`src/rtl/dmem_access_pkg.sv`:
```
// Shared CPU definitions: pipeline register word width, data-memory access FSM
// states and the default memory acknowledge timeout.
package dmem_access_pkg;

   // Width of the EX/MEM and MEM/WB data and address fields.
   localparam int unsigned Xlen = 32;

   localparam int unsigned DmemTimeoutDefault = 16;

   typedef enum logic [1:0] {
      StIdle,
      StWait,
      StDone
   } dmem_state_e;

endpackage

```
`src/rtl/dmem_access.sv`:
```
// MEM-stage data memory access: issues one registered request per load/store,
// stalls the pipeline until ack or timeout, and flags misaligned accesses.
module dmem_access
   import dmem_access_pkg::*;
#(
   parameter int unsigned TIMEOUT = DmemTimeoutDefault
) (
   input  logic            clk_i,
   input  logic            rst_i,
   input  logic            MemRead_i,
   input  logic            MemWrite_i,
   input  logic [Xlen-1:0] addr_i,
   input  logic [Xlen-1:0] wdata_i,
   output logic            stall_o,
   output logic [Xlen-1:0] rdata_o,
   output logic            misalign_o,
   output logic            buserr_o,
   output logic            mem_req_o,
   output logic            mem_we_o,
   output logic [Xlen-1:0] mem_addr_o,
   output logic [Xlen-1:0] mem_wdata_o,
   input  logic            mem_ack_i,
   input  logic [Xlen-1:0] mem_rdata_i
);

   localparam int unsigned CntW = (TIMEOUT > 1) ? $clog2(TIMEOUT) : 1;
   localparam logic [CntW-1:0] CntLast = CntW'(TIMEOUT - 1);

   dmem_state_e     state_q, state_d;
   logic [CntW-1:0] cnt_q, cnt_d;
   logic            mem_req_q, mem_req_d;
   logic            mem_we_q, mem_we_d;
   logic [Xlen-1:0] mem_addr_q, mem_addr_d;
   logic [Xlen-1:0] mem_wdata_q, mem_wdata_d;
   logic [Xlen-1:0] rdata_q, rdata_d;
   logic            buserr_q, buserr_d;

   logic access;
   logic aligned;

   assign access  = MemRead_i | MemWrite_i;
   assign aligned = (addr_i[1:0] == 2'b00);

   always_comb begin
      state_d     = state_q;
      cnt_d       = cnt_q;
      mem_req_d   = mem_req_q;
      mem_we_d    = mem_we_q;
      mem_addr_d  = mem_addr_q;
      mem_wdata_d = mem_wdata_q;
      rdata_d     = rdata_q;
      buserr_d    = buserr_q;
      stall_o     = 1'b0;
      misalign_o  = 1'b0;

      unique case (state_q)
         StIdle: begin
            if (access && aligned) begin
               stall_o     = 1'b1;
               state_d     = StWait;
               cnt_d       = '0;
               mem_req_d   = 1'b1;
               mem_we_d    = MemWrite_i;
               mem_addr_d  = addr_i;
               mem_wdata_d = wdata_i;
            end else if (access) begin
               misalign_o = 1'b1;
               rdata_d    = '0;
            end
         end
         StWait: begin
            stall_o = 1'b1;
            if (mem_ack_i) begin
               state_d   = StDone;
               mem_req_d = 1'b0;
               if (!mem_we_q) begin
                  rdata_d = mem_rdata_i;
               end
            end else begin
               cnt_d = cnt_q + 1'b1;
               if (cnt_q == CntLast) begin
                  state_d   = StDone;
                  mem_req_d = 1'b0;
                  buserr_d  = 1'b1;
                  rdata_d   = '0;
               end
            end
         end
         StDone: begin
            state_d  = StIdle;
            buserr_d = 1'b0;
         end
         default: begin
            state_d = StIdle;
         end
      endcase

      // The pipeline must never be held while reset is being applied.
      if (rst_i) begin
         stall_o = 1'b0;
      end
   end

   always_ff @(posedge clk_i) begin
      if (rst_i) begin
         state_q     <= StIdle;
         cnt_q       <= '0;
         mem_req_q   <= 1'b0;
         mem_we_q    <= 1'b0;
         mem_addr_q  <= '0;
         mem_wdata_q <= '0;
         rdata_q     <= '0;
         buserr_q    <= 1'b0;
      end else begin
         state_q     <= state_d;
         cnt_q       <= cnt_d;
         mem_req_q   <= mem_req_d;
         mem_we_q    <= mem_we_d;
         mem_addr_q  <= mem_addr_d;
         mem_wdata_q <= mem_wdata_d;
         rdata_q     <= rdata_d;
         buserr_q    <= buserr_d;
      end
   end

   assign rdata_o     = rdata_q;
   assign buserr_o    = buserr_q;
   assign mem_req_o   = mem_req_q;
   assign mem_we_o    = mem_we_q;
   assign mem_addr_o  = mem_addr_q;
   assign mem_wdata_o = mem_wdata_q;

endmodule

```
`config.mk`:
```
export PLATFORM = sky130hd
export DESIGN_NAME = dmem_access
export DESIGN_NICKNAME = d
export VERILOG_FILES = /design/src/rtl/dmem_access_pkg.sv /design/src/rtl/dmem_access.sv
export SDC_FILE = /design/constraint.sdc
export NUM_CORES = 1
export LEC_CHECK = 0
export CAP_MARGIN = 20
export CORE_ASPECT_RATIO = 0.6
export CORE_MARGIN = 2
export CORE_UTILIZATION = 35
export CTS_CLUSTER_SIZE = 30
export DETAILED_ROUTE_END_ITERATION = 7
export PLACE_DENSITY = 0.76
export SYNTH_ARGS = -nofsm -noshare
export SYNTH_HDL_FRONTEND = slang
export SYNTH_SLANG_ARGS = --single-unit
```
`constraint.sdc`:
```
create_clock -name clk_i -period 1.45 [get_ports clk_i]
set_clock_uncertainty 0.1 [all_clocks]
set_input_delay 0.29 -clock clk_i [delete_from_list [all_inputs] [get_ports clk_i]]
set_output_delay 0.29 -clock clk_i [all_outputs]
set_load 0.03 [all_outputs]
```
==> results.py, run 1 <==
metrics = {
    "routing": {
        "drtPass1Iterations": 4,
        "routed_wl_um": 12000,
        "routed_via_density": 4.83,
        "post-route-drc-count": 0,
        "ant_nets": 0,
        "drt_iter0_drc": 100,
        "wl_per_cell_um": 15.6,
        "num_vias": 3712,
    },
    "cts": {
        "clockBufferDepth": 2,
        "clock_latency_ps": 340,
        "cts_buffers": 9,
        "h-tree-depth": 3,
        "cts_tree": "built",
        "clock-sinks": 105,
        "clkTransAtPathRegs_ps": 70,
        "postCtsHoldBufs": 0,
        "cts-root-buf": "clkbuf_16",
    },
    "outcome": {
        "status": "complete, but fails checks",
        "violations": "negative setup slack",
    },
    "logic_synthesis": {
        "synth_nets": 508,
        "yosysTopAreaCellShare_pct": 56.1,
        "netlist_area_sq_um": 3740,
        "ys_warn_count": 0,
        "synth_area_per_cell_sq_um": 9.22,
        "synthDistinctLibCells": 35,
        "synth_seq_area_share_pct": 56.1,
        "synth.largest_area_cell": "dfxtp_1",
        "synthCells": 406,
        "synth_seq_cells": 105,
        "yosys-top-cells-area": "dfxtp_1 (56%), nand2_1 (12%), a21oi_1 (7.8%)",
    },
    "sta": {
        "tns_ps": -4890,
        "hold_viol": 0,
        "holdWs_ps": 211,
        "rsz0062_at_grt": "true",
        "tightest_slew_ps": 405,
        "fin_crit_ps": 1570,
        "setup_violations": 87,
        "slew_viol_final": 0,
        "slew_headroom_pct": 73.0,
        "setup_ws_ps": -124,
        "maxClockFrequency_mhz": 636,
        "min_period_over_period_pct": 109,
    },
    "layout": {
        "final_common_cell": "nand2_1",
        "regArea_sq_um": 2110,
        "syn_to_final_growth_pct": 76.6,
        "drive_gt1_share_pct": 34.8,
        "antenna_cells": 0,
        "final_util_pct": 63.1,
        "nFillCells": 877,
        "nNetsFinal": 726,
        "final_cell_mix": "nand2_1 (118), dfxtp_1 (100), clkdlybuf4s50_1 (94), clkdlybuf4s15_2 (52), a21oi_1 (39)",
        "multi_input_area_sq_um": 1630,
    },
    "critical_path": {
        "critical-path-max-stage-delay_ps": 370,
        "critical_path_arrival_ps": 1740,
        "path_class": "register to register",
        "path_delay_family": "simple AND/OR/NAND/NOR gates",
        "crit_buf_inv": 3,
        "worst-r2r-cell-count": 7,
        "cp.required_ps": 1620,
        "reg2reg_to": "mem_wdata_o[9]",
        "timing.rr.start": "state_q[1]",
        "regToRegSetupSlack_ps": -120,
        "cp_cell_sequence": "buf_4, nor2_4, and3_4, buf_12, clkbuf_16, nand2_1, a21oi_1",
        "path_max_fanout": 8,
        "end_kind": "register",
        "critical-path-slowest-cell": "dfxtp_4",
        "crit_path_start_kind": "register",
    },
    "die": {
        "start_util_pct": 35.7,
        "die_width_um": 138,
        "rows": 29,
        "pin_count": 202,
        "dieArea_sq_um": 11600,
        "core_sq_um": 10500,
        "dieHeight_um": 84.1,
    },
    "global_routing": {
        "grt_usage_pct": 19.6,
        "grt.overflow.total": 0,
        "grt_max_degree": 74,
        "antenna_found_initial": 0,
        "grt_pass1_vias": 3645,
        "grt_pass1_wl_um": 17900,
    },
    "power_and_ir_drop": {
        "power.total_mw": 6.47,
        "p_leak_nw": 2.50,
        "power_density_nw_per_um2": 978,
        "peakVddDrop_uv": 654,
    },
    "placed_design": {
        "place_ws_ps": -558,
        "place_hpwl_um": 8070,
        "port_buffers": 201,
        "gp_congestion": 0.810,
    },
    "min_path": {
        "hold_end": "mem_we_o",
        "holdCritStartpoint": "MemWrite_i",
        "min_path_type": "primary input to register",
        "hold_depth": 3,
    },
    "flow_run": {
        "maxCapViolations": 0,
    },
}
## cells by family (layout without fill, tap and decap cells)
| kind of cell | after synthesis | after routing | synth area share, % |
|---|---|---|---|
| simple gates | 158 | 158 | 18.4 |
| compound gates | 109 | 109 | 19.4 |
| flops | 105 | 105 | 56.1 |
| buf+inv | 32 | 255 | 5.41 |
| fa+ha+maj | 1 | 1 | 0.334 |
| mux | 1 | 1 | 0.301 |
## where the power goes
group / switching, mW / total [mW] / leakage [nW] / internal [mW]
Clock: 1.08 / 2.30 / 0.136 / 1.22
Combinational: 0.564 / 1.13 / 1.51 / 0.569
Sequential: 0.0587 / 3.04 / 0.855 / 2.98
Total: 1.70 / 6.47 / 2.50 / 4.77
## worst reg2reg max path: cells and delay by family, from the launching register on
family                 cells  cell delay (ps)
AND/OR/NAND/NOR            3              450
AO/OA/AOI/OAI              1              140
buffers and inverters      3              450
flip-flops                 1              370
## layout make-up
type / count / share of cell area, %
Multi-Input combinational cell: 269 / 24.7
Sequential cell: 105 / 32.0
Tap cell: 139 / 2.63
Clock inverter: 5 / 0.587
Timing Repair Buffer: 237 / 36.3
Clock buffer: 11 / 3.67
Inverter: 2 / 0.114
## through the flow
step | cells | cell area (sq um)
floorplan | 406 | 3770
global placement | 741 | 6100
finish | 768 | 6610
CTS | 763 | 6610
detailed placement | 741 | 6100
global route | 768 | 6610
## how the worst max path moves through the flow
stage,startpoint,endpoint,slack [ps],depth (start not counted)
floorplan,cnt_q[0],rdata_o[10],1,6
detailed placement,addr_i[0],mem_addr_o[4],-560,6
finish,state_q[1],mem_wdata_o[9],-120,7
CTS,cnt_q[1],rdata_o[0],-120,6
global route,state_q[1],mem_wdata_o[9],-160,7
global placement,addr_i[0],mem_addr_o[26],-470,6
## sequential cells by signal, summed over array words and instances, names as in the netlist
name / cells
mem_addr_o: 32
mem_wdata_o: 32
rdata_o: 32
cnt_q: 4
state_q: 2
buserr_o: 1
mem_req_o: 1
mem_we_o: 1
## per-layer routing
metal / vias to the layer above / share of wire, % / global-route usage (%)
li1: 1809 / - / -
met2: 146 / 47 / 33.5
met5: - / 0 / 0
met3: 10 / 9.9 / 7.77
met4: 0 / 0.64 / 4.22
met1: 1747 / 42 / 23.2
## repair_timing
item                                   in CTS  in global routing
endpoints found under the hold margin       0                  0
cloned                                      1                  2
pin swaps                                   6                  9
buffers inserted                            5                  3
setup endpoints to repair                 188                 87
gates resized for setup                   261                 73
## cell usage after synthesis
| cell type | count |
|---|---|
| nor2b_1 | 1 |
| nand4_1 | 1 |
| buf_1 | 2 |
| nor4_4 | 1 |
| a21oi_2 | 10 |
| o21ai_1 | 1 |
| a211oi_2 | 1 |
| o21ai_0 | 1 |
| clkbuf_1 | 9 |
| dfxtp_1 | 105 |
| buf_6 | 7 |
| mux2_2 | 1 |
| a31oi_2 | 1 |
| a22o_1 | 32 |
| and3_1 | 2 |
| a21oi_1 | 58 |
| nor2_1 | 9 |
| or2_1 | 1 |
| buf_2 | 9 |
| nand2_1 | 118 |
| a31oi_1 | 3 |
| buf_8 | 1 |
| ha_1 | 1 |
| nor2_2 | 2 |
| nand2_2 | 10 |
| nand3_2 | 1 |
| o22ai_1 | 1 |
| nor3b_1 | 3 |
| nand2b_1 | 2 |
| inv_1 | 2 |
| or3b_4 | 1 |
| nor3_1 | 3 |
| buf_4 | 2 |
| a22oi_1 | 1 |
| nand3_1 | 3 |
No activity file was read; power rests on OpenSTA's default activity.
==> inputs of run 2 (changes only) <==
- CORE_UTILIZATION: 35 -> 39
- PLACE_DENSITY: 0.76 -> 0.8
- clock period: 1.45 -> 1.55 ns (I/O delays scaled with it)
==> run 2 against run 1 <==
  * The flow still finishes with violations (negative setup slack)
  * Final area decreased by 0.62%
  * First-iteration DRC count increased by 52%
  * Worst hold slack improved by 140 ps
  * Non-clock buffer count increased by 1
  * Critical path depth decreased by 4
  * Sequential power decreased by 6.6%
  * Utilization increased by 7.9 points
  * Setup slack improved by 58 ps
  * Clock power decreased by 8%
  * Sequential share of layout area increased by 0.18 points
  * Critical endpoint is now stall_o
  * Largest cell class unchanged
  * Largest power group unchanged
==> results.py, run 2 (synthesis results as in run 1) <==
metrics = {
    "routing": {
        "drtPass1Iterations": 4,
        "routed_via_density": 4.91,
        "num_vias": 3734,
        "drt_iter0_drc": 152,
        "wl_per_cell_um": 16.3,
        "ant_nets": 0,
        "routed_wl_um": 12400,
        "post-route-drc-count": 0,
    },
    "die": {
        "core_sq_um": 9260,
        "start_util_pct": 40.5,
        "dieArea_sq_um": 10400,
        "pin_count": 202,
        "die_width_um": 131,
        "rows": 27,
        "dieHeight_um": 79.9,
    },
    "critical_path": {
        "regToRegSetupSlack_ps": -40,
        "path_max_fanout": 7,
        "reg2reg_to": "mem_wdata_o[19]",
        "critical_path_arrival_ps": 1210,
        "worst-r2r-cell-count": 6,
        "crit_end": "stall_o",
        "cp.required_ps": 1140,
        "path_class": "register to output port",
        "timing.rr.start": "state_q[1]",
        "critPathLaunch": "state_q[1]",
        "end_kind": "output port",
        "crit_path_start_kind": "register",
    },
    "cts": {
        "postCtsHoldBufs": 0,
        "clock_latency_ps": 330,
        "clock-sinks": 105,
        "clkTransAtPathRegs_ps": 70,
        "h-tree-depth": 3,
        "cts-root-buf": "clkbuf_16",
        "cts_buffers": 9,
        "cts_tree": "built",
        "clockBufferDepth": 2,
    },
    "outcome": {
        "violations": "negative setup slack",
        "status": "complete, but fails checks",
    },
    "global_routing": {
        "grt_max_degree": 48,
        "grt_pass1_vias": 3656,
        "grt_usage_pct": 21.8,
        "grt.overflow.total": 0,
        "grt_pass1_wl_um": 17700,
        "antenna_found_initial": 0,
    },
    "power_and_ir_drop": {
        "peakVddDrop_uv": 602,
        "power_density_nw_per_um2": 912,
        "p_leak_nw": 2.82,
        "power.total_mw": 5.99,
    },
    "sta": {
        "tns_ps": -1180,
        "slew_headroom_pct": 63.0,
        "holdWs_ps": 351,
        "setup_ws_ps": -65.1,
        "setup_violations": 52,
        "rsz0062_at_grt": "true",
        "slew_viol_final": 0,
        "hold_viol": 0,
        "fin_crit_ps": 1620,
        "tightest_slew_ps": 554,
        "min_period_over_period_pct": 104,
        "maxClockFrequency_mhz": 619,
    },
    "placed_design": {
        "place_hpwl_um": 8280,
        "port_buffers": 201,
        "gp_congestion": 0.812,
        "place_ws_ps": -387,
    },
    "layout": {
        "regArea_sq_um": 2110,
        "drive_gt1_share_pct": 21.1,
        "nFillCells": 748,
        "multi_input_area_sq_um": 1640,
        "final_common_cell": "nand2_1",
        "final_util_pct": 71.0,
        "antenna_cells": 0,
        "nNetsFinal": 727,
        "final_cell_mix": "nand2_1 (112), dfxtp_1 (101), clkdlybuf4s50_1 (94), dlygate4sd2_1 (90), a21oi_2 (36)",
        "syn_to_final_growth_pct": 75.5,
    },
    "flow_run": {
        "maxCapViolations": 0,
    },
    "min_path": {
        "min_path_type": "register to register",
    },
}
-- run 2: area by class of cell --
type                       count  area share [%]
multi-input combinational    269            25.0
inverter                       2           0.114
sequential                   105            32.1
clock inverter                 4           0.438
timing repair buffer         238            36.1
tap                          130            2.48
clock buffer                  12            3.75
-- run 2: repair_timing --
| action | 4_1_cts | 5_1_grt |
|---|---|---|
| setup buffers | 5 | 3 |
| gates resized for setup | 112 | 60 |
| pin swaps | 33 | 17 |
| gates cloned | 3 | 4 |
| endpoints found under the setup margin | 149 | 62 |
-- run 2: power breakdown --
group	switching [mW]	total, mW	internal (mW)
Clock	0.971	2.11	1.14
Combinational	0.533	1.05	0.513
Sequential	0.0532	2.84	2.78
-- run 2: worst max-delay path: stages (launching register included) --
cell and delay (ps):
dfxtp_4 380, buf_6 130, nor3_4 210, buf_12 150
-- run 2: worst min path at each step --
stage	start	to	slack, ps	depth (start not counted)
floorplan	mem_rdata_i[10]	rdata_o[10]	340	1
global placement	mem_wdata_o[8]	mem_wdata_o[8]	340	2
CTS	mem_wdata_o[3]	mem_wdata_o[3]	350	2
detailed placement	mem_addr_o[18]	mem_addr_o[18]	350	2
global route	mem_wdata_o[10]	mem_wdata_o[10]	380	2
finish	mem_wdata_o[3]	mem_wdata_o[3]	350	2
-- run 2: through the flow --
step	instances	area (sq um)
6_report	760	6570
3_3_place_gp	729	5980
3_5_place_dp	729	5980
5_1_grt	760	6570
4_1_cts	753	6290
2_1_floorplan	406	3750
-- run 2: metal layers --
metal / track usage [%] / vias up / part of all wire (%)
met5: 0 / - / 0
met4: 5.32 / 0 / 1.2
met3: 9.38 / 15 / 9.9
met2: 35.7 / 147 / 46
met1: 26.4 / 1769 / 43
li1: - / 1803 / -
